**src/rtl/dmem_if.sv**
```systemverilog
// CPU-to-data-memory request/response bundle.
// The CPU drives the master side; dmem_stall_ctrl is the slave.
interface dmem_if;
    logic [15:0] dmemaddr;
    logic [15:0] dmemwdata;
    logic        dmemwrite;
    logic        dmemread;
    logic [15:0] dmemrdata;
    logic        dmemstall;
    logic [15:0] stallcount;

    modport master (
        output dmemaddr, dmemwdata, dmemwrite, dmemread,
        input  dmemrdata, dmemstall, stallcount
    );

    modport slave (
        input  dmemaddr, dmemwdata, dmemwrite, dmemread,
        output dmemrdata, dmemstall, stallcount
    );
endinterface

```
**src/rtl/dmem_stall_ctrl.sv**
```systemverilog
// Multi-cycle data memory behind a one-entry posted write buffer
// with read-hit forwarding, pipeline stall output and stall counter.
module dmem_stall_ctrl #(
    parameter int ADDR_BITS = 8,
    parameter int LATENCY   = 2
) (
    input  logic  clock,
    input  logic  reset,
    dmem_if.slave bus
);
    localparam logic [3:0] LAT_M1 = 4'(LATENCY - 1);

    typedef enum logic [1:0] {
        R_IDLE,
        R_WAITWB,
        R_ACCESS
    } rstate_t;

    logic [15:0]          mem [2**ADDR_BITS];
    logic                 wb_valid;
    logic [ADDR_BITS-1:0] wb_addr;
    logic [15:0]          wb_data;
    logic [3:0]           dcnt;
    logic [3:0]           acnt;
    rstate_t              rstate;
    logic [15:0]          rdata_q;
    logic [15:0]          scount;

    logic [ADDR_BITS-1:0] idx;
    logic                 wr_req;
    logic                 rd_req;
    logic                 drain_done;
    logic                 wr_take;
    logic                 hit;
    logic                 rd_hit;
    logic                 stall;
    logic                 unused_addr;

    assign idx         = bus.dmemaddr[ADDR_BITS:1];
    assign unused_addr = ^{bus.dmemaddr[15:ADDR_BITS+1], bus.dmemaddr[0]};

    assign wr_req     = bus.dmemwrite;
    assign rd_req     = bus.dmemread & ~bus.dmemwrite;
    assign drain_done = wb_valid && (dcnt == 4'd0);
    // Final drain cycle frees the slot at the same edge: no bubble.
    assign wr_take    = wr_req && (!wb_valid || drain_done);
    assign hit        = wb_valid && (idx == wb_addr);
    assign rd_hit     = rd_req && (rstate == R_IDLE) && hit;

    always_comb begin
        stall = 1'b0;
        if (!reset) begin
            if (wr_req) begin
                stall = !wr_take;
            end else if (rd_req) begin
                unique case (rstate)
                    R_IDLE:   stall = !hit;
                    R_WAITWB: stall = 1'b1;
                    R_ACCESS: stall = (acnt != 4'd0);
                    default:  stall = 1'b0;
                endcase
            end
        end
    end

    assign bus.dmemstall  = stall;
    assign bus.dmemrdata  = rd_hit ? wb_data : rdata_q;
    assign bus.stallcount = scount;

    always_ff @(posedge clock) begin
        if (!reset && drain_done) begin
            mem[wb_addr] <= wb_data;
        end
    end

    always_ff @(posedge clock) begin
        if (reset) begin
            wb_valid <= 1'b0;
            wb_addr  <= '0;
            wb_data  <= '0;
            dcnt     <= '0;
            acnt     <= '0;
            rstate   <= R_IDLE;
            rdata_q  <= '0;
            scount   <= '0;
        end else begin
            if (wr_take) begin
                wb_valid <= 1'b1;
                wb_addr  <= idx;
                wb_data  <= bus.dmemwdata;
                dcnt     <= LAT_M1;
            end else if (drain_done) begin
                wb_valid <= 1'b0;
            end else if (wb_valid) begin
                dcnt <= dcnt - 4'd1;
            end

            // Data is latched on the edge where the access count reaches
            // zero, so the zero-count cycle returns it without stalling.
            if (rd_req) begin
                unique case (rstate)
                    R_IDLE: begin
                        if (!hit) begin
                            if (wb_valid && !drain_done) begin
                                rstate <= R_WAITWB;
                            end else begin
                                rstate <= R_ACCESS;
                                acnt   <= LAT_M1;
                                if (LAT_M1 == 4'd0) rdata_q <= mem[idx];
                            end
                        end
                    end
                    R_WAITWB: begin
                        if (drain_done || !wb_valid) begin
                            rstate <= R_ACCESS;
                            acnt   <= LAT_M1;
                            if (LAT_M1 == 4'd0) rdata_q <= mem[idx];
                        end
                    end
                    R_ACCESS: begin
                        if (acnt == 4'd0) begin
                            rstate <= R_IDLE;
                        end else begin
                            acnt <= acnt - 4'd1;
                            if (acnt == 4'd1) rdata_q <= mem[idx];
                        end
                    end
                    default: rstate <= R_IDLE;
                endcase
            end

            if (stall && (scount != 16'hFFFF)) begin
                scount <= scount + 16'd1;
            end
        end
    end
endmodule
```
**src/flat_wrapper.sv**
```systemverilog
// flat-port wrapper written by rule: the top's interface ports become plain ports
module dmem_stall_ctrl_flat 
#(
    parameter int ADDR_BITS = 8,
    parameter int LATENCY   = 2
)
  (clock, reset, bus_dmemaddr, bus_dmemwdata, bus_dmemwrite, bus_dmemread, bus_dmemrdata, bus_dmemstall, bus_stallcount);
  dmem_if bus_i ();
  input  logic clock;
  input  logic reset;
  input wire logic [$bits(bus_i.dmemaddr)-1:0] bus_dmemaddr;
  input wire logic [$bits(bus_i.dmemwdata)-1:0] bus_dmemwdata;
  input wire logic [$bits(bus_i.dmemwrite)-1:0] bus_dmemwrite;
  input wire logic [$bits(bus_i.dmemread)-1:0] bus_dmemread;
  output wire logic [$bits(bus_i.dmemrdata)-1:0] bus_dmemrdata;
  output wire logic [$bits(bus_i.dmemstall)-1:0] bus_dmemstall;
  output wire logic [$bits(bus_i.stallcount)-1:0] bus_stallcount;
  assign bus_i.dmemaddr = bus_dmemaddr;
  assign bus_i.dmemwdata = bus_dmemwdata;
  assign bus_i.dmemwrite = bus_dmemwrite;
  assign bus_i.dmemread = bus_dmemread;
  assign bus_dmemrdata = bus_i.dmemrdata;
  assign bus_dmemstall = bus_i.dmemstall;
  assign bus_stallcount = bus_i.stallcount;
  dmem_stall_ctrl #(.ADDR_BITS(ADDR_BITS), .LATENCY(LATENCY)) u_core (.clock(clock), .reset(reset), .bus(bus_i));
endmodule
```
**config.mk**
```make
export PLATFORM = sky130hd
export DESIGN_NAME = dmem_stall_ctrl_flat
export DESIGN_NICKNAME = d
export VERILOG_FILES = /design/src/rtl/dmem_if.sv /design/src/rtl/dmem_stall_ctrl.sv /design/src/flat_wrapper.sv
export SDC_FILE = /design/constraint.sdc
export NUM_CORES = 2
export LEC_CHECK = 0
export BUFFER_PORTS_ARGS = -buffer_cell sky130_fd_sc_hd__buf_2
export CAP_MARGIN = 25
export CORE_ASPECT_RATIO = 0.75
export CORE_MARGIN = 1
export CORE_UTILIZATION = 45
export CTS_BUF_LIST = sky130_fd_sc_hd__clkbuf_4
export CTS_CLUSTER_SIZE = 8
export DETAILED_ROUTE_END_ITERATION = 8
export PLACE_DENSITY = 0.71
export SYNTH_ARGS = -nofsm -noshare
export SYNTH_HDL_FRONTEND = slang
export SYNTH_SLANG_ARGS = --single-unit
```
**constraint.sdc**
```tcl
create_clock -name clock -period 5.26 [get_ports clock]
set_input_delay 1.052 -clock clock [delete_from_list [all_inputs] [get_ports clock]]
set_output_delay 1.052 -clock clock [all_outputs]
set_load 0.005 [all_outputs]
```
# Word-level counts from Yosys, hierarchy flattened
# Memories as Yosys holds them, arrays and structs flattened. A register that Yosys moved wholly into a read port is not among the register bits.
# Cells that the tools add are included.
# op_classes
reduce_logical	27
n_mux	22
add_sub_neg	3
n_eq_ne	11
n_bitwise	4
# op_table
op	count
$add 16x1->16 const B	1
$mux 16	1
$mux 4	4
$ne 16x16->1 const B	1
$pmux 4 s3	1
$mux 1	10
$eq 8x8->1	1
$logic_and 1x1->1	8
$logic_not 4->1	2
$mux 2	4
$ne 2x2->1 const B	4
$reduce_and 4->1	2
$sub 4x1->4 const B	2
$pmux 2 s3	1
$reduce_and 6->1	1
$logic_not 1->1	5
$eq 4x1->1 const B	1
$ne 2x1->1 const B	2
$reduce_and 2->1	2
$reduce_bool 2->1	2
$reduce_bool 4->1	1
$not 1->1	3
$pmux 1 s3	1
$reduce_bool 3->1	1
other kinds (6)	6
# word_totals
n_memories	1
elab_cells	76
ff_bits	51
out_inout_bits	33
ramBits	4096
in_bits	36
# memory_table
memory	depth	width	read_ports	rd_ports_with_merged_regs	wr	line	text
u_core.mem	256	16	1	1	1	dmem_stall_ctrl.sv:19	logic [15:0] mem [2**ADDR_BITS];

# Longest topological paths before layout
# logic_depth
word_depth	8
ltp_mapped	12
depth_no_buf	9

# Worst setup path before layout
# Ideal clock, no wire load.
# synth_timing
path_kind	reg2out
start	register u_core.wb_data[0]
end	output bus_dmemrdata[0]
stages_incl_launch_ff	2
path_buffers	0
arrival_ns	3.994
required_time_ns	4.208
slack_ns	0.214
cell_sequence	dfxtp_1 -> mux2_2
# synth_via
elab_chain_len	1
# synth_rtl
element	line	text
start: declaration	dmem_stall_ctrl.sv:22	logic [15:0] wb_data;
start signal: assignment	dmem_stall_ctrl.sv:90	wb_data <= bus.dmemwdata;
$mux 16	dmem_stall_ctrl.sv:67	assign bus.dmemrdata = rd_hit ? wb_data : rdata_q;
end: declaration	flat_wrapper.sv:15	output wire logic [$bits(bus_i.dmemrdata)-1:0] bus_dmemrdata;
# Every way passes these cells.

# Worst setup path in the final report
# layout_timing
start	register u_core.wb_addr[1]
end	output bus_dmemrdata[13]
# layout_via
elab_chain_len	4
# layout_rtl
element	line	text
start: declaration	dmem_stall_ctrl.sv:21	logic [ADDR_BITS-1:0] wb_addr;
start signal: assignment	dmem_stall_ctrl.sv:89	wb_addr <= idx;
$eq 8x8->1	dmem_stall_ctrl.sv:47	assign hit = wb_valid && (idx == wb_addr);
$logic_and 1x1->1	dmem_stall_ctrl.sv:47	
$logic_and 1x1->1	dmem_stall_ctrl.sv:48	assign rd_hit = rd_req && (rstate == R_IDLE) && hit;
$mux 16	dmem_stall_ctrl.sv:67	
# Every way passes these cells.

==> results.toml <==
[placed_design]
hpwl_um = 294000
routabilityCongestion = 0.965
port_buffers = 60

[yosys]
ys_types = 97
yosysTopAreaCell = "edfxtp_1"
synth_area_leaders = "edfxtp_1 (76%), mux4_2 (9.9%), mux2i_1 (3.7%), dfxtp_1 (0.83%), o22ai_1 (0.78%)"
seq_area_frac_synth = 0.769
synthesis.area_um2 = 162000
synthCells = 7777
avgSynthCellArea_um2 = 20.8
synth-edff-count = 4096
synthesis.nets = 7817
yosys_warnings = 0
ys_ff_latch = 4163
synth_top_cell_area_share = 0.761
synth-main-ff-cell = "edfxtp_1"
async_flop_share = 0

[timing]
max-slew-margin-rel = 0.0894
worstMarginPinSlew_ns = 1.37
setup-tns-final_ns = 0
fmax_mhz = 202
fin_skew_ns = 0.172
drv_slew = 0
rsz0062_at_grt = "no"
layout_min_cycle_time_ns = 4.96
fin_crit_sh = 0.942
setup_viol = 0
hold_viol_final = 0

[grt]
grt_pass1_wl_um = 653000
overflow = 0
grt_max_degree = 185
antenna_found_initial = 42
first_global_vias = 86300
grtUsageTotal = 0.256

[die]
chipHeight_um = 521
initial_core_util = 0.452
coreArea_um2 = 357000
floorplan.die_area_um2 = 362000
io_pins = 69
rows = 190
die_w_um = 694

[run]
drv_cap = 0

[clock_tree]
clock_sinks = 4163
worstSkewPairLatency_ns = 1.56
htreeDepth = 6
clkTransAtPathRegs_ns = 0.07
cts_buffer_depth = 4
root_buffer = "clkbuf_4"
cts_buffers = 905
cts_tree = "yes"
cts_setup_buffers = 0

[critical_path]
worst_ep_arrival_time_ns = 3.90
crit_fanout = 13
crit_path_end_kind = "output port"
critPathLaunchType = "flip-flop"
cp.required_ns = 4.21
crit_type = "reg2out"

[pwr]
ir_worst_vdd_mv = 0.194
leakage_nw = 58.8
design_power_total_mw = 65.0
powerDensity_nw_per_um2 = 356

[route]
drtIter0Drc = 15600
wl_per_cell_um = 32.8
drc = 14
routed_wl_um = 475000
vias = 90500
viasPerCell = 6.25
firstDrtPassIters = 9
postRouteAntennaNets = 0

[outcome]
violations = "design-rule violations"
status = "finished, violations left"

[layout]
final_util = 0.510
drive_gt1_frac = 0.314
fillCellCount = 27600
layout.nets = 9006
syn2layout_area_growth_pct = 12.9

[min_path]
hp-class = "in2reg"
## worst paths after layout
check	cells after the start	to	start	slack [ns]
max	6	bus_dmemrdata[13]	u_core.wb_addr[1]	0.30
min	5	u_core.dcnt[3]	reset	0.14
max reg2reg	8	u_core.mem[37][14]	u_core.dcnt[0]	0.96
min reg2reg	2	u_core.rdata_q[3]	u_core.rdata_q[3]	0.48
## cell usage in the layout, fill, tap and decap left out, types with 19 or more instances in the layout
cell type	instances
dlygate4sd3_1	19
mux2i_1	597
o21ai_0	92
nor3_1	53
diode_2	33
edfxtp_1	4096
nor2_1	284
nor2_2	44
mux4_2	713
nand2_1	201
buf_4	595
a21oi_1	148
a211oi_1	50
clkbuf_4	1376
clkinv_1	160
nand4_1	22
a22oi_1	128
mux2_2	32
dfxtp_1	51
o221ai_1	117
o22ai_1	202
a221oi_1	27
a211o_1	20
buf_12	59
mux4_1	38
buf_2	56
nand3_1	80
## what timing repair did
action | CTS | global route
resized for setup | 0 | 0
hold buffers | 19 | 0
endpoints found under the hold margin | 20 | 0
## state kept, by name (all words and copies together), names as in the netlist
signal                 flops
u_core.mem              4096
u_core.dcnt                4
u_core.rstate              2
u_core.bus.stallcount     16
u_core.wb_addr             8
u_core.wb_data            16
u_core.acnt                4
u_core.rdata_q            16
u_core.wb_valid            1
## area by class of cell
class | instances | area [um2] | share of cell area
flip-flops and latches | 4163 | 124000 | 0.682
multi-input cells | 3132 | 33900 | 0.186
clock buffers | 1375 | 10300 | 0.0566
repair buffers | 745 | 6400 | 0.0351
well taps | 4800 | 6010 | 0.0329
clock inverters | 217 | 1180 | 0.00646
diodes | 33 | 82.6 | 0.000453
inverters | 19 | 78.8 | 0.000432
## synth_stat cells (22+ instances only)
cell type,count
a211oi_1,51
a21oi_1,149
a221oi_1,27
a22oi_1,128
buf_1,24
buf_2,112
buf_4,64
buf_6,79
buf_8,55
clkbuf_1,109
dfxtp_1,67
edfxtp_1,4096
mux2_2,32
mux2i_1,597
mux4_1,38
mux4_2,713
nand2_1,208
nand3_1,86
nand4_1,22
nor2_1,329
nor3_1,54
o21ai_0,94
o221ai_1,117
o22ai_1,202
## cells by family (layout without fill, tap and decap cells)
kind of cell,count (synthesis),after routing,share of synthesized area
flops,4163,4163,0.769
mux,1380,1380,0.145
compound gates,921,921,0.0398
simple gates,813,813,0.0227
buf+inv,482,2356,0.0223
xor+xnor,14,14,0.000759
fa+ha+maj,4,4,0.000310
other cells,0,33,0
## power breakdown
| part | internal, mW | switching (mW) |
|---|---|---|
| combinational | 1.09 | 2.46 |
| sequential | 36.5 | 0.149 |
| clock | 12.3 | 12.5 |
| total | 49.9 | 15.1 |
## layer usage
metal  track usage  wire [um]  vias to the layer above
met3         0.116      81500                     1075
met5       0.00302        621                        -
met1         0.356     174000                    46300
met4         0.109      21900                       40
met2         0.347     197000                     7502
li1              -          -                    35600
## stage by stage
step | worst slack [ns] | hold slack (ns) | instances | instance area [um2]
floorplan | 0.214 | 0.433 | 7777 | 162000
global placement | 0.324 | 0.465 | 12800 | 170000
detailed placement | 0.544 | 0.464 | 12800 | 170000
CTS | 0.260 | 0.0395 | 14400 | 182000
global route | 0.290 | 0.149 | 14500 | 182000
finish | 0.304 | 0.139 | 14500 | 182000
## worst max-delay path, cell delays in order, from the launching register on
cell     delay, ns
dfxtp_1       0.69
xnor2_1       0.22
nand3_1       0.18
nor4_4        0.40
buf_12        0.23
mux2_2        0.48
buf_2         0.17
No activity file was read; power rests on OpenSTA's default activity.
